[src/rtl/matrix_cursor_demux_ctrl_pkg.sv]
// Shared definitions for the cursor/demux controller: width helpers and
// the direction set with its fixed press priority.
package matrix_cursor_demux_ctrl_pkg;

  // Width needed to index n items, never less than one bit.
  function automatic int width_of(input int n);
    return (n <= 2) ? 1 : $clog2(n);
  endfunction

  // Values double as bit positions in the press vector; up wins over down,
  // down over left, and left over right.
  typedef enum logic [1:0] {
    DIR_UP    = 2'd0,
    DIR_DOWN  = 2'd1,
    DIR_LEFT  = 2'd2,
    DIR_RIGHT = 2'd3
  } dir_e;

  localparam int NUM_DIRS = 4;

  typedef struct packed {
    logic valid;
    dir_e dir;
  } move_t;

  function automatic move_t pick_move(input logic [NUM_DIRS-1:0] press);
    move_t m;
    m.valid = |press;
    if (press[DIR_UP])        m.dir = DIR_UP;
    else if (press[DIR_DOWN]) m.dir = DIR_DOWN;
    else if (press[DIR_LEFT]) m.dir = DIR_LEFT;
    else                      m.dir = DIR_RIGHT;
    return m;
  endfunction

endpackage

[src/rtl/matrix_cursor_demux_ctrl_btn_edge_sync.sv]
// Two-flop synchroniser plus registered rising-edge detector for one raw
// push-button; emits a single-cycle press pulse per press.
module btn_edge_sync (
  input  logic clk,
  input  logic rst,
  input  logic btn_i,
  output logic press_o
);

  logic       s1_q, s2_q, s3_q;
  logic [1:0] fill_q;
  logic       armed_q;
  logic       pulse_q;

  // The detector only arms after a real low level has crossed the
  // synchroniser, so a button held through reset release never fires.
  always_ff @(posedge clk or posedge rst) begin
    if (rst) begin
      s1_q    <= 1'b0;
      s2_q    <= 1'b0;
      s3_q    <= 1'b0;
      fill_q  <= 2'b00;
      armed_q <= 1'b0;
      pulse_q <= 1'b0;
    end else begin
      // NOTE: non-blocking assignments let every flop sample the old value
      // of its neighbour, which is what makes this a shift chain.
      s1_q    <= btn_i;
      s2_q    <= s1_q;
      s3_q    <= s2_q;
      fill_q  <= {fill_q[0], 1'b1};
      armed_q <= armed_q | (fill_q[1] & ~s2_q);
      pulse_q <= armed_q & s2_q & ~s3_q;
    end
  end

  assign press_o = pulse_q;

endmodule

[src/rtl/matrix_cursor_demux_ctrl.sv]
// Button-driven cursor on a COLS x ROWS LED matrix with region demux select
// and a free-running row scan that lights the cursor column.
module matrix_cursor_demux_ctrl
  import matrix_cursor_demux_ctrl_pkg::*;
#(
  parameter  int COLS     = 8,
  parameter  int ROWS     = 8,
  parameter  int REG_C    = 4,
  parameter  int REG_R    = 2,
  parameter  int SCAN_DIV = 4,
  localparam int NOUT     = REG_R * REG_C,
  localparam int CW       = width_of(COLS),
  localparam int RW       = width_of(ROWS),
  localparam int SW       = width_of(NOUT)
) (
  input  logic            clk,
  input  logic            rst,
  input  logic            btn_up,
  input  logic            btn_down,
  input  logic            btn_left,
  input  logic            btn_right,
  input  logic            wrap_mode,
  input  logic            lock,
  output logic [CW-1:0]   mdc,
  output logic [RW-1:0]   mdl,
  output logic [SW-1:0]   dmx_sel,
  output logic [NOUT-1:0] dmx_out,
  output logic [ROWS-1:0] row_en,
  output logic [COLS-1:0] col_on,
  output logic            moved
);

  localparam int DW  = width_of(SCAN_DIV);
  localparam int RPR = ROWS / REG_R;
  localparam int CPR = COLS / REG_C;

  logic [NUM_DIRS-1:0] press;
  move_t               mv;

  btn_edge_sync u_sync_up    (.clk(clk), .rst(rst), .btn_i(btn_up),    .press_o(press[DIR_UP]));
  btn_edge_sync u_sync_down  (.clk(clk), .rst(rst), .btn_i(btn_down),  .press_o(press[DIR_DOWN]));
  btn_edge_sync u_sync_left  (.clk(clk), .rst(rst), .btn_i(btn_left),  .press_o(press[DIR_LEFT]));
  btn_edge_sync u_sync_right (.clk(clk), .rst(rst), .btn_i(btn_right), .press_o(press[DIR_RIGHT]));

  logic [CW-1:0]   mdc_q, mdc_d;
  logic [RW-1:0]   mdl_q, mdl_d;
  logic            moved_q, moved_d;
  logic [SW-1:0]   dmx_sel_q;
  logic [DW-1:0]   div_q, div_d;
  logic [RW-1:0]   scan_q, scan_d;
  logic [COLS-1:0] col_on_q, col_on_d;

  always_comb begin
    // NOTE: every output of this block gets a default first; a path that
    // leaves one unassigned would infer a latch.
    mdc_d = mdc_q;
    mdl_d = mdl_q;
    mv    = pick_move(press);
    if (mv.valid && !lock) begin
      case (mv.dir)
        DIR_UP:    if (mdl_q != '0)             mdl_d = mdl_q - RW'(1);
                   else if (wrap_mode)          mdl_d = RW'(ROWS - 1);
        DIR_DOWN:  if (mdl_q != RW'(ROWS - 1))  mdl_d = mdl_q + RW'(1);
                   else if (wrap_mode)          mdl_d = '0;
        DIR_LEFT:  if (mdc_q != '0)             mdc_d = mdc_q - CW'(1);
                   else if (wrap_mode)          mdc_d = CW'(COLS - 1);
        DIR_RIGHT: if (mdc_q != CW'(COLS - 1))  mdc_d = mdc_q + CW'(1);
                   else if (wrap_mode)          mdc_d = '0;
        default: ;
      endcase
    end
    moved_d = (mdc_d != mdc_q) || (mdl_d != mdl_q);

    div_d  = div_q + DW'(1);
    scan_d = scan_q;
    if (div_q == DW'(SCAN_DIV - 1)) begin
      div_d  = '0;
      scan_d = (scan_q == RW'(ROWS - 1)) ? '0 : scan_q + RW'(1);
    end

    // Built from next-state values so col_on lines up with row_en and the
    // cursor visible in the same cycle.
    col_on_d = '0;
    if (scan_d == mdl_d) col_on_d = {{(COLS-1){1'b0}}, 1'b1} << mdc_d;
  end

  always_ff @(posedge clk or posedge rst) begin
    if (rst) begin
      mdc_q     <= '0;
      mdl_q     <= '0;
      moved_q   <= 1'b0;
      dmx_sel_q <= '0;
      div_q     <= '0;
      scan_q    <= '0;
      col_on_q  <= '0;
    end else begin
      mdc_q     <= mdc_d;
      mdl_q     <= mdl_d;
      moved_q   <= moved_d;
      dmx_sel_q <= SW'((int'(mdl_q) / RPR) * REG_C + int'(mdc_q) / CPR);
      div_q     <= div_d;
      scan_q    <= scan_d;
      col_on_q  <= col_on_d;
    end
  end

  assign mdc     = mdc_q;
  assign mdl     = mdl_q;
  assign moved   = moved_q;
  assign dmx_sel = dmx_sel_q;
  assign dmx_out = {{(NOUT-1){1'b0}}, 1'b1} << dmx_sel_q;
  assign row_en  = {{(ROWS-1){1'b0}}, 1'b1} << scan_q;
  assign col_on  = col_on_q;

endmodule

[config.mk]
export PLATFORM = sky130hd
export DESIGN_NAME = matrix_cursor_demux_ctrl
export DESIGN_NICKNAME = d
export VERILOG_FILES = /design/src/rtl/matrix_cursor_demux_ctrl_pkg.sv /design/src/rtl/matrix_cursor_demux_ctrl_btn_edge_sync.sv /design/src/rtl/matrix_cursor_demux_ctrl.sv
export SDC_FILE = /design/constraint.sdc
export NUM_CORES = 1
export LEC_CHECK = 0
export CORE_MARGIN = 2
export CORE_UTILIZATION = 35
export CTS_CLUSTER_DIAMETER = 200
export DETAILED_ROUTE_END_ITERATION = 10
export PLACE_DENSITY = 0.55
export SLEW_MARGIN = 20
export SYNTH_ARGS = -nofsm -noshare
export SYNTH_HDL_FRONTEND = slang
export SYNTH_SLANG_ARGS = --single-unit
export TNS_END_PERCENT = 50
[constraint.sdc]
create_clock -name clk -period 5.1 [get_ports clk]
set_input_delay 1.02 -clock clk [delete_from_list [all_inputs] [get_ports clk]]
set_output_delay 1.02 -clock clk [all_outputs]
set_load 0.02 [all_outputs]
== After elaboration in Yosys (flattened, before gate mapping) ==
Cells that the tools add are included.
Cells by class
  add/subtract/negate cells: 7
  equality and inequality tests: 10
  shift-type cells: 3
  multiplexer cells: 19
  bitwise logic cells: 24
  reduce and logical (&&, ||, !) cells: 7
Operator list (number)
  2-to-1 mux 3 bit: 12
  left shift 1 x 3 -> 8 bit, first input constant: 3
  bitwise AND 1 bit: 12
  case mux 3 bit (2 select lines): 2
  adder 3 x 1 -> 3 bit, second input constant: 3
  2-to-1 mux 8 bit: 1
  NOT 1 bit: 8
  equality test 2 bit, second input constant: 3
  2-to-1 mux 2 bit: 3
  inequality test 3 bit: 2
  inequality test 3 bit, second input constant: 2
  nonzero test 3 bit: 2
  subtractor 3 x 1 -> 3 bit, second input constant: 2
  OR 1 bit: 4
  OR reduction 4 bit: 1
  adder 3 x 2 -> 3 bit: 1
  equality test 3 bit: 1
  equality test 3 bit, second input constant: 1
  adder 2 x 1 -> 2 bit, second input constant: 1
  equality test 2 x 1 -> 1 bit, second input constant: 1
  logical NOT 2 bit: 1
  logical AND 1 bit: 1
  logical NOT 1 bit: 1
  logical OR 1 bit: 1
  2-to-1 mux 1 bit: 1
Word-level totals
  bits in registers: 51
  bits of input ports: 8
  output and inout bits: 34
  word-level logic and storage cells: 101

== Longest topological paths before layout ==
Gate-level depths: netlist of the first run.
  depth after elaboration: 8
  mapped depth: 9
  depth with buffers taken out: 8

== By module ==
From an unflattened synthesis of the first run, not the netlist that was laid out.
Second synthesis, totals
  cells, all modules: 228
  area, all modules: 2414.8 um2
By module, submodules not included
  matrix_cursor_demux_ctrl: times used 1, cells an instance 176, area each 1609.0 um2, seq. area each 575.6 um2
  btn_edge_sync: times used 4, cells an instance 13, area each 201.4 um2, seq. area each 175.2 um2

== Worst setup path before layout of the first run ==
No wires, ideal clock.
  path type: input-to-reg
  from: in wrap_mode
  to: reg col_on_q[4] (netlist: col_on[4])
  library setup time: 95 ps
  arrival time: 2397 ps
  required time: 5005 ps
  slack: 2608 ps
  stages on the path: 7
  path buffers: 1
  path through: buf_6 -> or3b_4 -> o21ai_2 -> a22oi_2 -> xnor2_2 -> o221ai_4 -> nor4b_2
Between the ends
  longest elaborated chain between the ends: 6
  elaborated cells between the ends (all ways): 15
  classes of those cells: eq/ne (1); shift (1); mux (13)
RTL lines
  start: declaration: line matrix_cursor_demux_ctrl.sv:22  | input logic wrap_mode,
  2-to-1 mux 3 bit, on equally long branches: line matrix_cursor_demux_ctrl.sv:64, matrix_cursor_demux_ctrl.sv:62
  2-to-1 mux 3 bit, on equally long branches: line matrix_cursor_demux_ctrl.sv:63, matrix_cursor_demux_ctrl.sv:61
  case mux 3 bit (2 select lines) *: line matrix_cursor_demux_ctrl.sv:60  | case (mv.dir)
  2-to-1 mux 3 bit *: line matrix_cursor_demux_ctrl.sv:59  | if (mv.valid && !lock) begin
  net mdl_d[0]: line matrix_cursor_demux_ctrl.sv:46  | logic [RW-1:0] mdl_q, mdl_d;
  equality test 3 bit *: line matrix_cursor_demux_ctrl.sv:84  | if (scan_d == mdl_d) col_on_d = {{(COLS-1){1'b0}}, 1'b1} << mdc_d;
  2-to-1 mux 8 bit *: line matrix_cursor_demux_ctrl.sv:84
  net col_on_d[4]: line matrix_cursor_demux_ctrl.sv:51  | logic [COLS-1:0] col_on_q, col_on_d;
  end signal: assignment: line matrix_cursor_demux_ctrl.sv:103  | col_on_q <= col_on_d;
  end: declaration: line matrix_cursor_demux_ctrl.sv:51
Mark *: on every way through the listed nets, which the timed path passes. The rest lies on a longest branch.

== Worst setup path in the final report of the first run ==
  from: in lock
  to: reg col_on_q[4] (netlist: col_on[4])
Between the ends
  longest elaborated chain between the ends: 5
  elaborated cells between the ends (all ways): 7
  classes of those cells: eq/ne (1); shift (1); mux (3); reduce/logical (2)
RTL lines
  start: declaration: line matrix_cursor_demux_ctrl.sv:23  | input logic lock,
  logical NOT 1 bit *: line matrix_cursor_demux_ctrl.sv:59
  logical AND 1 bit *: line matrix_cursor_demux_ctrl.sv:59
  2-to-1 mux 3 bit: line matrix_cursor_demux_ctrl.sv:59
  equality test 3 bit or left shift 1 x 3 -> 8 bit (tied branches): line matrix_cursor_demux_ctrl.sv:84
  2-to-1 mux 8 bit *: line matrix_cursor_demux_ctrl.sv:84
  net col_on_d[4]: line matrix_cursor_demux_ctrl.sv:51
Marked as above.

==> results of run 1 <==
[cell families after synthesis]
family	after synthesis	share of synthesized area
and+or+nand+nor	86	0.223
muxes	5	0.0268
xor gates and xnor gates	2	0.0105
DFF	45	0.473
adders and majority gates	15	0.0789
other	1	0.00158
AOI/OAI and AO/OA	43	0.145
buffers and inverters	21	0.0410
[power by group through the flow]
stage / sequential [mW] / combinational [mW] / clock (mW)
finish: 0.468 / 0.504 / 0.265
detailed placement: 0.477 / 0.505 / 0
global placement: 0.478 / 0.507 / 0
CTS: 0.470 / 0.506 / 0.276
floorplan: 0.498 / 0.308 / 0
global route: 0.482 / 0.552 / 0.289
[worst max-delay path by stage]
stage | cells past startpoint | start | endpoint | slack, ns
2_1_floorplan | 7 | wrap_mode | col_on[4]$_DFF_PP0_ | 2.61
3_3_place_gp | 7 | lock | col_on[4]$_DFF_PP0_ | 1.90
3_5_place_dp | 7 | lock | col_on[0]$_DFF_PP0_ | 1.87
4_1_cts | 7 | lock | col_on[0]$_DFF_PP0_ | 2.20
5_1_grt | 7 | lock | col_on[1]$_DFF_PP0_ | 2.03
6_report | 7 | lock | col_on[4]$_DFF_PP0_ | 2.17
[cell usage after synthesis (2+ instances only)]
master    number
nor3b_1        7
o21ai_1        2
nor4b_2        2
ha_1          15
a21o_1         4
nand3b_1       5
dfrtp_1       45
and2_1         4
a21oi_1        7
nor2b_1        9
o21ai_0       11
clkbuf_1       2
nand2b_1       6
nor2_1        16
a31oi_1        2
inv_1         14
buf_2          3
mux2i_1        3
and3_1         3
nand2_1       16
nor3_1         3
and3b_1        4
buf_6          2
[area by class of cell]
class	instances	share of cell area
multi-input cells	152	0.390
inverters	14	0.0177
clock buffers	6	0.0245
repair buffers	42	0.141
flip-flops and latches	45	0.380
clock inverters	2	0.0131
well taps	80	0.0338
[worst max-delay path: cells and delay by family]
| family | cells | cell delay (ns) |
|---|---|---|
| AO/OA/AOI/OAI | 4 | 1.12 |
| buffers and inverters | 1 | 0.60 |
| AND/OR/NAND/NOR | 2 | 0.38 |
[layer usage]
layer,wire [um],up-vias,track usage,share of wire
li1,-,842,-,-
met1,2100,827,0.177,0.46
met2,2200,40,0.212,0.49
met3,205,2,0.0333,0.045
met4,25,0,0.0369,0.0055
met5,0,-,0,0
[sequential cells by signal, summed over array words and instances (netlist names), 2 cells and up]
signal   cells
mdl          3
col_on       8
div_q        2
dmx_sel      3
mdc          3
scan_q       3
[stage by stage]
stage / setup WS [ns] / util / instances / hold slack [ns]
floorplan: 2.61 / - / 218 / 0.331
global placement: 1.90 / 0.427 / 333 / 0.331
finish: 2.17 / 0.443 / 341 / 0.352
detailed placement: 1.87 / 0.427 / 333 / 0.335
CTS: 2.20 / 0.443 / 341 / 0.355
global route: 2.03 / 0.443 / 341 / 0.359
==> report_table.html, run 1 <==
<table>
<tr><th>Metric</th><th>Value</th></tr>
<tr><th colspan="2">Synthesis</th></tr>
<tr><td>Fraction of registers with async set or reset after synthesis</td><td>1.00</td></tr>
<tr><td>Fraction of synthesized cell area taken by the top area cell type</td><td>0.473</td></tr>
<tr><td>Post-synthesis register bit count</td><td>45</td></tr>
<tr><td>Cell type with the highest aggregate area in the netlist</td><td>dfrtp_1</td></tr>
<tr><td>Synth Warn #</td><td>0</td></tr>
<tr><td>Dominant register cell in the synthesized netlist</td><td>dfrtp_1</td></tr>
<tr><td>Synth Cell Area</td><td>2380 um^2</td></tr>
<tr><td>EDFF count, synth</td><td>0</td></tr>
<tr><td>Mean Syn Cell Area</td><td>around 11 um^2</td></tr>
<tr><td>Sequential fraction of the synthesis area</td><td>0.473</td></tr>
<tr><td>Syn Nets</td><td>241</td></tr>
<tr><td>Cell types with the largest area share after synthesis</td><td>dfrtp_1, ha_1, nand2_1</td></tr>
<tr><td>Instance count of the mapped netlist</td><td>218</td></tr>
<tr><td>Synth cell types</td><td>56</td></tr>
<tr><th colspan="2">Run</th></tr>
<tr><td># Max-Cap Violations</td><td>0</td></tr>
<tr><th colspan="2">Power</th></tr>
<tr><td>Worst IR Drop VDD</td><td>182 uV</td></tr>
<tr><td>Comb power frac</td><td>0.407</td></tr>
<tr><td>Sequential share of power</td><td>0.379</td></tr>
<tr><td>Sw frac</td><td>0.365</td></tr>
<tr><td>Clock share of power</td><td>0.214</td></tr>
<tr><td>Areal power density over the cells</td><td>418 nW/um^2</td></tr>
<tr><td>Post-layout power</td><td>1.24 mW</td></tr>
<tr><td>Internal power contribution</td><td>between 0.7 and 0.8 mW</td></tr>
<tr><td>Net Sw Power</td><td>0.452 mW</td></tr>
<tr><td>Leak pwr</td><td>1.27 nW</td></tr>
<tr><th colspan="2">Clock network</th></tr>
<tr><td>Post-CTS setup buffer count</td><td>0</td></tr>
<tr><td>Clk slew on worst S/H paths</td><td>0.08 ns</td></tr>
<tr><td>Number of buffers created by CTS</td><td>5</td></tr>
<tr><td>Clock net sink count</td><td>45</td></tr>
<tr><td>Bufs on Longest Clock Path</td><td>2</td></tr>
<tr><td>Post_cts resized</td><td>0</td></tr>
<tr><td>CTS tree</td><td>built</td></tr>
<tr><td>Number of buffers inserted by hold repair at cts</td><td>0</td></tr>
<tr><td>Htree depth</td><td>2</td></tr>
<tr><td>Worst skew pair latency</td><td>0.29 ns</td></tr>
<tr><td>CTS Root Buffer Type</td><td>clkbuf_8</td></tr>
<tr><th colspan="2">Die</th></tr>
<tr><td>DIE AREA</td><td>roughly 7500 um^2</td></tr>
<tr><td># rows</td><td>30</td></tr>
<tr><td>Initial cell density of the core</td><td>0.356</td></tr>
<tr><td>Chip Height</td><td>between 80 and 90 um</td></tr>
<tr><td>Core box area</td><td>6680 um^2</td></tr>
<tr><td>Top Ports</td><td>42</td></tr>
<tr><td>Width of the die</td><td>86.4 um</td></tr>
<tr><th colspan="2">Setup path</th></tr>
<tr><td>Crit-path slowest cell</td><td>clkdlybuf4s50_1</td></tr>
<tr><td>Endpoint of the lowest-slack register-to-register path</td><td>col_on[4]$_DFF_PP0_</td></tr>
<tr><td>Crit end category</td><td>register</td></tr>
<tr><td>Data required, critical path</td><td>5.30 ns</td></tr>
<tr><td>Cells on worst reg2reg path</td><td>8</td></tr>
<tr><td>Critical-path cell list</td><td>clkdlybuf4s50_1 &gt; o21ba_2 &gt; nand2_1 &gt; o22a_1 &gt; a21oi_1 &gt; o221ai_4 &gt; nor4b_2</td></tr>
<tr><td>Crit-path max FO</td><td>11</td></tr>
<tr><td>Biggest cell delay along the critical path</td><td>around 0.60 ns</td></tr>
<tr><td>Arrival time of data at the critical path endpoint</td><td>3.13 ns</td></tr>
<tr><td>Startpoint type of the worst setup path</td><td>input pin</td></tr>
<tr><td>Startpoint of the most critical register-to-register path</td><td>mdl[0]$_DFF_PP0_</td></tr>
<tr><td>Slack of the worst reg-to-reg path</td><td>2.64 ns</td></tr>
<tr><td>Path type of the worst setup path</td><td>input pin to register</td></tr>
<tr><th colspan="2">Route</th></tr>
<tr><td>Average via count per standard cell</td><td>5.02</td></tr>
<tr><td>Post-route ant nets</td><td>0</td></tr>
<tr><td>TritonRoute pass-1 iters</td><td>4</td></tr>
<tr><td>Routed WL per cell</td><td>13.3 um</td></tr>
<tr><td>Violation count after the first detailed-route iteration</td><td>146</td></tr>
<tr><td>DR vias</td><td>~1.7k</td></tr>
<tr><td>Drt total wl</td><td>about 4500 um</td></tr>
<tr><td>DRC violation count after routing</td><td>0</td></tr>
<tr><th colspan="2">STA</th></tr>
<tr><td>Worst Max-Slew Pin Slew</td><td>0.561 ns</td></tr>
<tr><td>Total negative setup slack</td><td>0 ns</td></tr>
<tr><td>Worst slew margin relative to its limit</td><td>0.625</td></tr>
<tr><td>Final worst path period share</td><td>0.574</td></tr>
<tr><td>Unrepaired setup endpoints after global routing</td><td>false</td></tr>
<tr><td>Fin. Hold Viols</td><td>0</td></tr>
<tr><td>Setup clock skew after layout</td><td>between 0.004 and 0.005 ns</td></tr>
<tr><td>Final critical delay including setup and external delays</td><td>2.93 ns</td></tr>
<tr><td>Fmax</td><td>0.342 GHz</td></tr>
<tr><td>Number of failing setup endpoints in the final timing report</td><td>0</td></tr>
<tr><td>Max-slew violation total from the final report</td><td>0</td></tr>
<tr><th colspan="2">Run status</th></tr>
<tr><td>Status</td><td>completed</td></tr>
<tr><th colspan="2">Cells and area</th></tr>
<tr><td>Filler cell count</td><td>about 650</td></tr>
<tr><td>Final nets</td><td>283</td></tr>
<tr><td>Most common cell after layout, fill and taps aside</td><td>dfrtp_1</td></tr>
<tr><td>Number of diodes</td><td>0</td></tr>
<tr><td>Commonest cells after routing, fill and taps aside</td><td>dfrtp_1, clkdlybuf4s50_1, nor2_1, nand2_1, ha_1</td></tr>
<tr><td>Post-route standard cell area excluding fillers</td><td>2960 um^2</td></tr>
<tr><td>Area overhead of the layout relative to synthesis</td><td>24.6%</td></tr>
<tr><td>Proportion of layout cells with a drive suffix above 1</td><td>0.0920</td></tr>
<tr><td>Area taken by flip-flops and latches</td><td>between 1000 and 1500 um^2</td></tr>
<tr><td>Area of combinational cells with multiple inputs</td><td>1150 um^2</td></tr>
<tr><th colspan="2">Min path</th></tr>
<tr><td>WHS Path Cells</td><td>0</td></tr>
<tr><td>Worst hold endpoint</td><td>u_sync_down.fill_q[1]$_DFF_PP0_</td></tr>
<tr><td>Class of the tightest hold or removal check</td><td>register to register</td></tr>
<tr><td>Hold Path Origin</td><td>u_sync_right.fill_q[0]$_DFF_PP0_</td></tr>
<tr><th colspan="2">Global route</th></tr>
<tr><td>Pin count of the biggest net entering global routing</td><td>46</td></tr>
<tr><td>Global-route wire length before repair</td><td>7820 um</td></tr>
<tr><td>Overflow after GRT</td><td>0</td></tr>
<tr><td>Antenna violations before repair</td><td>0</td></tr>
<tr><td>Vias in the first global route</td><td>1654</td></tr>
<tr><td>Total Routing Usage GR</td><td>0.132</td></tr>
<tr><th colspan="2">Place</th></tr>
<tr><td>Global placer's final weighted congestion</td><td>~0.84</td></tr>
<tr><td>Hpwl dp</td><td>between 3000 and 4000 um</td></tr>
<tr><td>Instance area after placement</td><td>2850 um^2</td></tr>
<tr><td>Buffers added on ports</td><td>41</td></tr>
</table>
Power figures use the tool's default switching activity.
==> run 2: changes to the inputs <==
--- a/config.mk
+++ b/config.mk
@@ -9,7 +9,7 @@
 export CORE_UTILIZATION = 35
 export CTS_CLUSTER_DIAMETER = 200
 export DETAILED_ROUTE_END_ITERATION = 10
-export PLACE_DENSITY = 0.55
+export PLACE_DENSITY = 0.57
 export SLEW_MARGIN = 20
 export SYNTH_ARGS = -nofsm -noshare
 export SYNTH_HDL_FRONTEND = slang
==> constraint.sdc (replaced) <==
create_clock -name clk -period 2.39 [get_ports clk]
set_input_delay 0.478 -clock clk [delete_from_list [all_inputs] [get_ports clk]]
set_output_delay 0.478 -clock clk [all_outputs]
set_load 0.02 [all_outputs]
==> run 2 against run 1 <==
Effect of this change:
- sequential cell count unchanged
- non-clock buffer count up 26
- highest routed layer unchanged
- largest cell class unchanged
- register-to-register slack worse by 2.5 ns
- first-iteration DRC count down 7.5%
- critical endpoint is now col_on[5]$_DFF_PP0_
- cell count up 7.6%
- combinational power rose to 2.7 times the previous value
- worst setup slack worse by 2.0 ns
- sequential power up 100%
==> report_table.html, run 2 (synthesized netlist as in run 1, its figures left out) <==
<table>
<tr><th>Metric</th><th>Value</th></tr>
<tr><th colspan="2">Cells and area</th></tr>
<tr><td>Proportion of layout cells with a drive suffix above 1</td><td>0.216</td></tr>
<tr><td>Max FFs per register</td><td>8</td></tr>
<tr><td>Final core occ</td><td>0.477</td></tr>
<tr><td>Filler cell count</td><td>628</td></tr>
<tr><td>Number of diodes</td><td>0</td></tr>
<tr><td>Area overhead of the layout relative to synthesis</td><td>33.9%</td></tr>
<tr><td>Final nets</td><td>309</td></tr>
<tr><td>Most common cell after layout, fill and taps aside</td><td>dfrtp_1</td></tr>
<tr><td>Commonest cells after routing, fill and taps aside</td><td>dfrtp_1, clkdlybuf4s50_1, buf_4</td></tr>
<tr><th colspan="2">Power</th></tr>
<tr><td>Post-layout power</td><td>2.76 mW</td></tr>
<tr><td>Leak pwr</td><td>1.38 nW</td></tr>
<tr><td>Areal power density over the cells</td><td>between 800 and 900 nW/um^2</td></tr>
<tr><td>Worst IR Drop VDD</td><td>403 uV</td></tr>
<tr><th colspan="2">STA</th></tr>
<tr><td>Max-slew violation total from the final report</td><td>0</td></tr>
<tr><td>Setup clock skew after layout</td><td>around 0.0074 ns</td></tr>
<tr><td>Unrepaired setup endpoints after global routing</td><td>false</td></tr>
<tr><td>Worst Max-Slew Pin Slew</td><td>0.548 ns</td></tr>
<tr><td>Fmax</td><td>0.444 GHz</td></tr>
<tr><td>Final critical delay including setup and external delays</td><td>2.25 ns</td></tr>
<tr><td>Fin. Hold Viols</td><td>0</td></tr>
<tr><td>Final worst path period share</td><td>0.942</td></tr>
<tr><td>Number of failing setup endpoints in the final timing report</td><td>0</td></tr>
<tr><td>Worst slew margin relative to its limit</td><td>0.635</td></tr>
<tr><td>Total negative setup slack</td><td>0 ns</td></tr>
<tr><th colspan="2">Global route</th></tr>
<tr><td>Met2 track utilization from global routing</td><td>0.210</td></tr>
<tr><td>Gr busiest metal</td><td>met2</td></tr>
<tr><td>Antenna violations before repair</td><td>0</td></tr>
<tr><td>Vias in the first global route</td><td>1717</td></tr>
<tr><td>GR met3 Demand/Resource</td><td>0.0276</td></tr>
<tr><td>Total Routing Usage GR</td><td>0.142</td></tr>
<tr><td>Pin count of the biggest net entering global routing</td><td>46</td></tr>
<tr><td>GR Layer Usage met1</td><td>0.207</td></tr>
<tr><td>Overflow after GRT</td><td>0</td></tr>
<tr><td>Global-route wire length before repair</td><td>about 8300 um</td></tr>
<tr><th colspan="2">Run</th></tr>
<tr><td># Max-Cap Violations</td><td>0</td></tr>
<tr><th colspan="2">Clock network</th></tr>
<tr><td>Number of buffers created by CTS</td><td>5</td></tr>
<tr><td>Clock net sink count</td><td>45</td></tr>
<tr><td>Clk slew on worst S/H paths</td><td>0.09 ns</td></tr>
<tr><td>Worst skew pair latency</td><td>0.29 ns</td></tr>
<tr><td>CTS tree</td><td>built</td></tr>
<tr><td>Htree depth</td><td>2</td></tr>
<tr><td>CTS Root Buffer Type</td><td>clkbuf_8</td></tr>
<tr><td>Bufs on Longest Clock Path</td><td>2</td></tr>
<tr><th colspan="2">Die</th></tr>
<tr><td>Top Ports</td><td>42</td></tr>
<tr><td>Width of the die</td><td>roughly 86 um</td></tr>
<tr><td>Initial cell density of the core</td><td>0.356</td></tr>
<tr><td>DIE AREA</td><td>7470 um^2</td></tr>
<tr><td># rows</td><td>30</td></tr>
<tr><td>Core box area</td><td>6680 um^2</td></tr>
<tr><td>Chip Height</td><td>86.4 um</td></tr>
<tr><th colspan="2">Setup path</th></tr>
<tr><td>Buf+Inv Stages, Crit Path</td><td>1</td></tr>
<tr><td>Crit-path slowest cell</td><td>clkdlybuf4s50_1</td></tr>
<tr><td>Cells on worst reg2reg path</td><td>8</td></tr>
<tr><td>Crit end category</td><td>register</td></tr>
<tr><td>Largest delay contributor family on the critical path</td><td>simple AND/OR/NAND/NOR gates</td></tr>
<tr><td>Total stage count of the critical path</td><td>7</td></tr>
<tr><td>Startpoint type of the worst setup path</td><td>input pin</td></tr>
<tr><td>Biggest cell delay along the critical path</td><td>about 0.56 ns</td></tr>
<tr><td>Arrival time of data at the critical path endpoint</td><td>2.46 ns</td></tr>
<tr><td>Path type of the worst setup path</td><td>input pin to register</td></tr>
<tr><td>Data required, critical path</td><td>roughly 2.6 ns</td></tr>
<tr><td>Crit-path max FO</td><td>9</td></tr>
<tr><td>Critical-path cell list</td><td>clkdlybuf4s50_1 &gt; or3b_4 &gt; o21ai_2 &gt; a22oi_2 &gt; xnor2_2 &gt; o221ai_4 &gt; nor4bb_2</td></tr>
<tr><th colspan="2">Run status</th></tr>
<tr><td>Status</td><td>completed</td></tr>
<tr><th colspan="2">Min path</th></tr>
<tr><td>Class of the tightest hold or removal check</td><td>register to register</td></tr>
<tr><td>WHS Path Cells</td><td>0</td></tr>
<tr><th colspan="2">Route</th></tr>
<tr><td>Post-route ant nets</td><td>0</td></tr>
<tr><td>DRC violation count after routing</td><td>0</td></tr>
<tr><td>Routed WL per cell</td><td>12.9 um</td></tr>
<tr><td>TritonRoute pass-1 iters</td><td>4</td></tr>
<tr><td>Average via count per standard cell</td><td>a little under 5</td></tr>
<tr><td>DR vias</td><td>around 1.8k</td></tr>
<tr><td>Violation count after the first detailed-route iteration</td><td>between 100 and 150</td></tr>
<tr><td>Drt total wl</td><td>4740 um</td></tr>
<tr><th colspan="2">Place</th></tr>
<tr><td>Buffers added on ports</td><td>approximately 40</td></tr>
<tr><td>Hpwl dp</td><td>3560 um</td></tr>
<tr><td>Global placer's final weighted congestion</td><td>between 0.8 and 0.9</td></tr>
</table>
==> run 2: cell types whose count changed in the layout (fill, tap and decap cells not counted), sizes merged <==
cell and delta:
clkinvlp +1, bufinv -1, buf +26, inv +1, clkbuf -1
==> run 2: through the flow <==
step	hold WS (ns)	area (um^2)	std cells	worst slack, ns
2_1_floorplan	0.331	2380	218	0.0997
3_3_place_gp	0.331	3050	359	-0.200
3_5_place_dp	0.337	3050	359	-0.210
4_1_cts	0.357	3140	367	0.00303
5_1_grt	0.370	3180	367	0.00713
6_report	0.353	3180	367	0.139
==> run 2: per-layer routing <==
layer | wire (um) | part of all wire
met3 | 160 | 0.034
met2 | 2260 | 0.48
met5 | 0 | 0
met1 | 2290 | 0.48
met4 | 31 | 0.0065
==> run 2: layout make-up <==
class,instances,area (um^2),area share
Multi-Input combinational cell,152,1200,0.378
Sequential cell,45,1130,0.354
Inverter,14,52.6,0.0165
Clock inverter,3,21.3,0.00668
Tap cell,80,100,0.0314
Clock buffer,5,68.8,0.0216
Timing Repair Buffer,68,613,0.193
==> run 2: worst paths after layout <==
kind / from / end / slack [ns]
max: wrap_mode / col_on[5]$_DFF_PP0_ / 0.14
min: u_sync_right.s1_q$_DFF_PP0_ / u_sync_right.s2_q$_DFF_PP0_ / 0.35
max reg2reg: mdl[0]$_DFF_PP0_ / col_on[5]$_DFF_PP0_ / 0.15
min reg2reg: u_sync_right.s1_q$_DFF_PP0_ / u_sync_right.s2_q$_DFF_PP0_ / 0.35
max in group asynchronous: rst / u_sync_down.press_o$_DFF_PP0_ / 1.39
min in group asynchronous: rst / col_on[7]$_DFF_PP0_ / 0.62
==> run 2: worst reg2reg max path, delay by kind of cell, from the launching register on <==
kind            cells  cell delay [ns]
compound gates      3             0.59
xor+xnor            1             0.21
fa+ha+maj           2             0.46
flops               1             0.43
simple gates        2             0.48
==> run 2: power by group <==
| group | switching [mW] | leakage (nW) | internal, mW | total [mW] |
|---|---|---|---|---|
| Combinational | 0.667 | 0.794 | 0.687 | 1.35 |
| Sequential | 0.0942 | 0.543 | 0.846 | 0.941 |
| Clock | 0.258 | 0.0445 | 0.207 | 0.465 |
| Total | 1.02 | 1.38 | 1.74 | 2.76 |
==> run 2: timing repair <==
item / CTS / global route
hold buffers: 0 / 0
endpoints found under the hold margin: 0 / 0
resized for setup: 0 / 13
endpoints found under the setup margin: 0 / 9
setup buffers: 0 / 0
==> run 3: changes to the inputs <==
--- a/config.mk
+++ b/config.mk
@@ -5,6 +5,7 @@
 export SDC_FILE = /design/constraint.sdc
 export NUM_CORES = 1
 export LEC_CHECK = 0
+export CAP_MARGIN = 5
 export CORE_MARGIN = 2
 export CORE_UTILIZATION = 35
 export CTS_CLUSTER_DIAMETER = 200
==> results of run 3 <==
No change in the layout: final DEF, timing and power equal those of run 2.
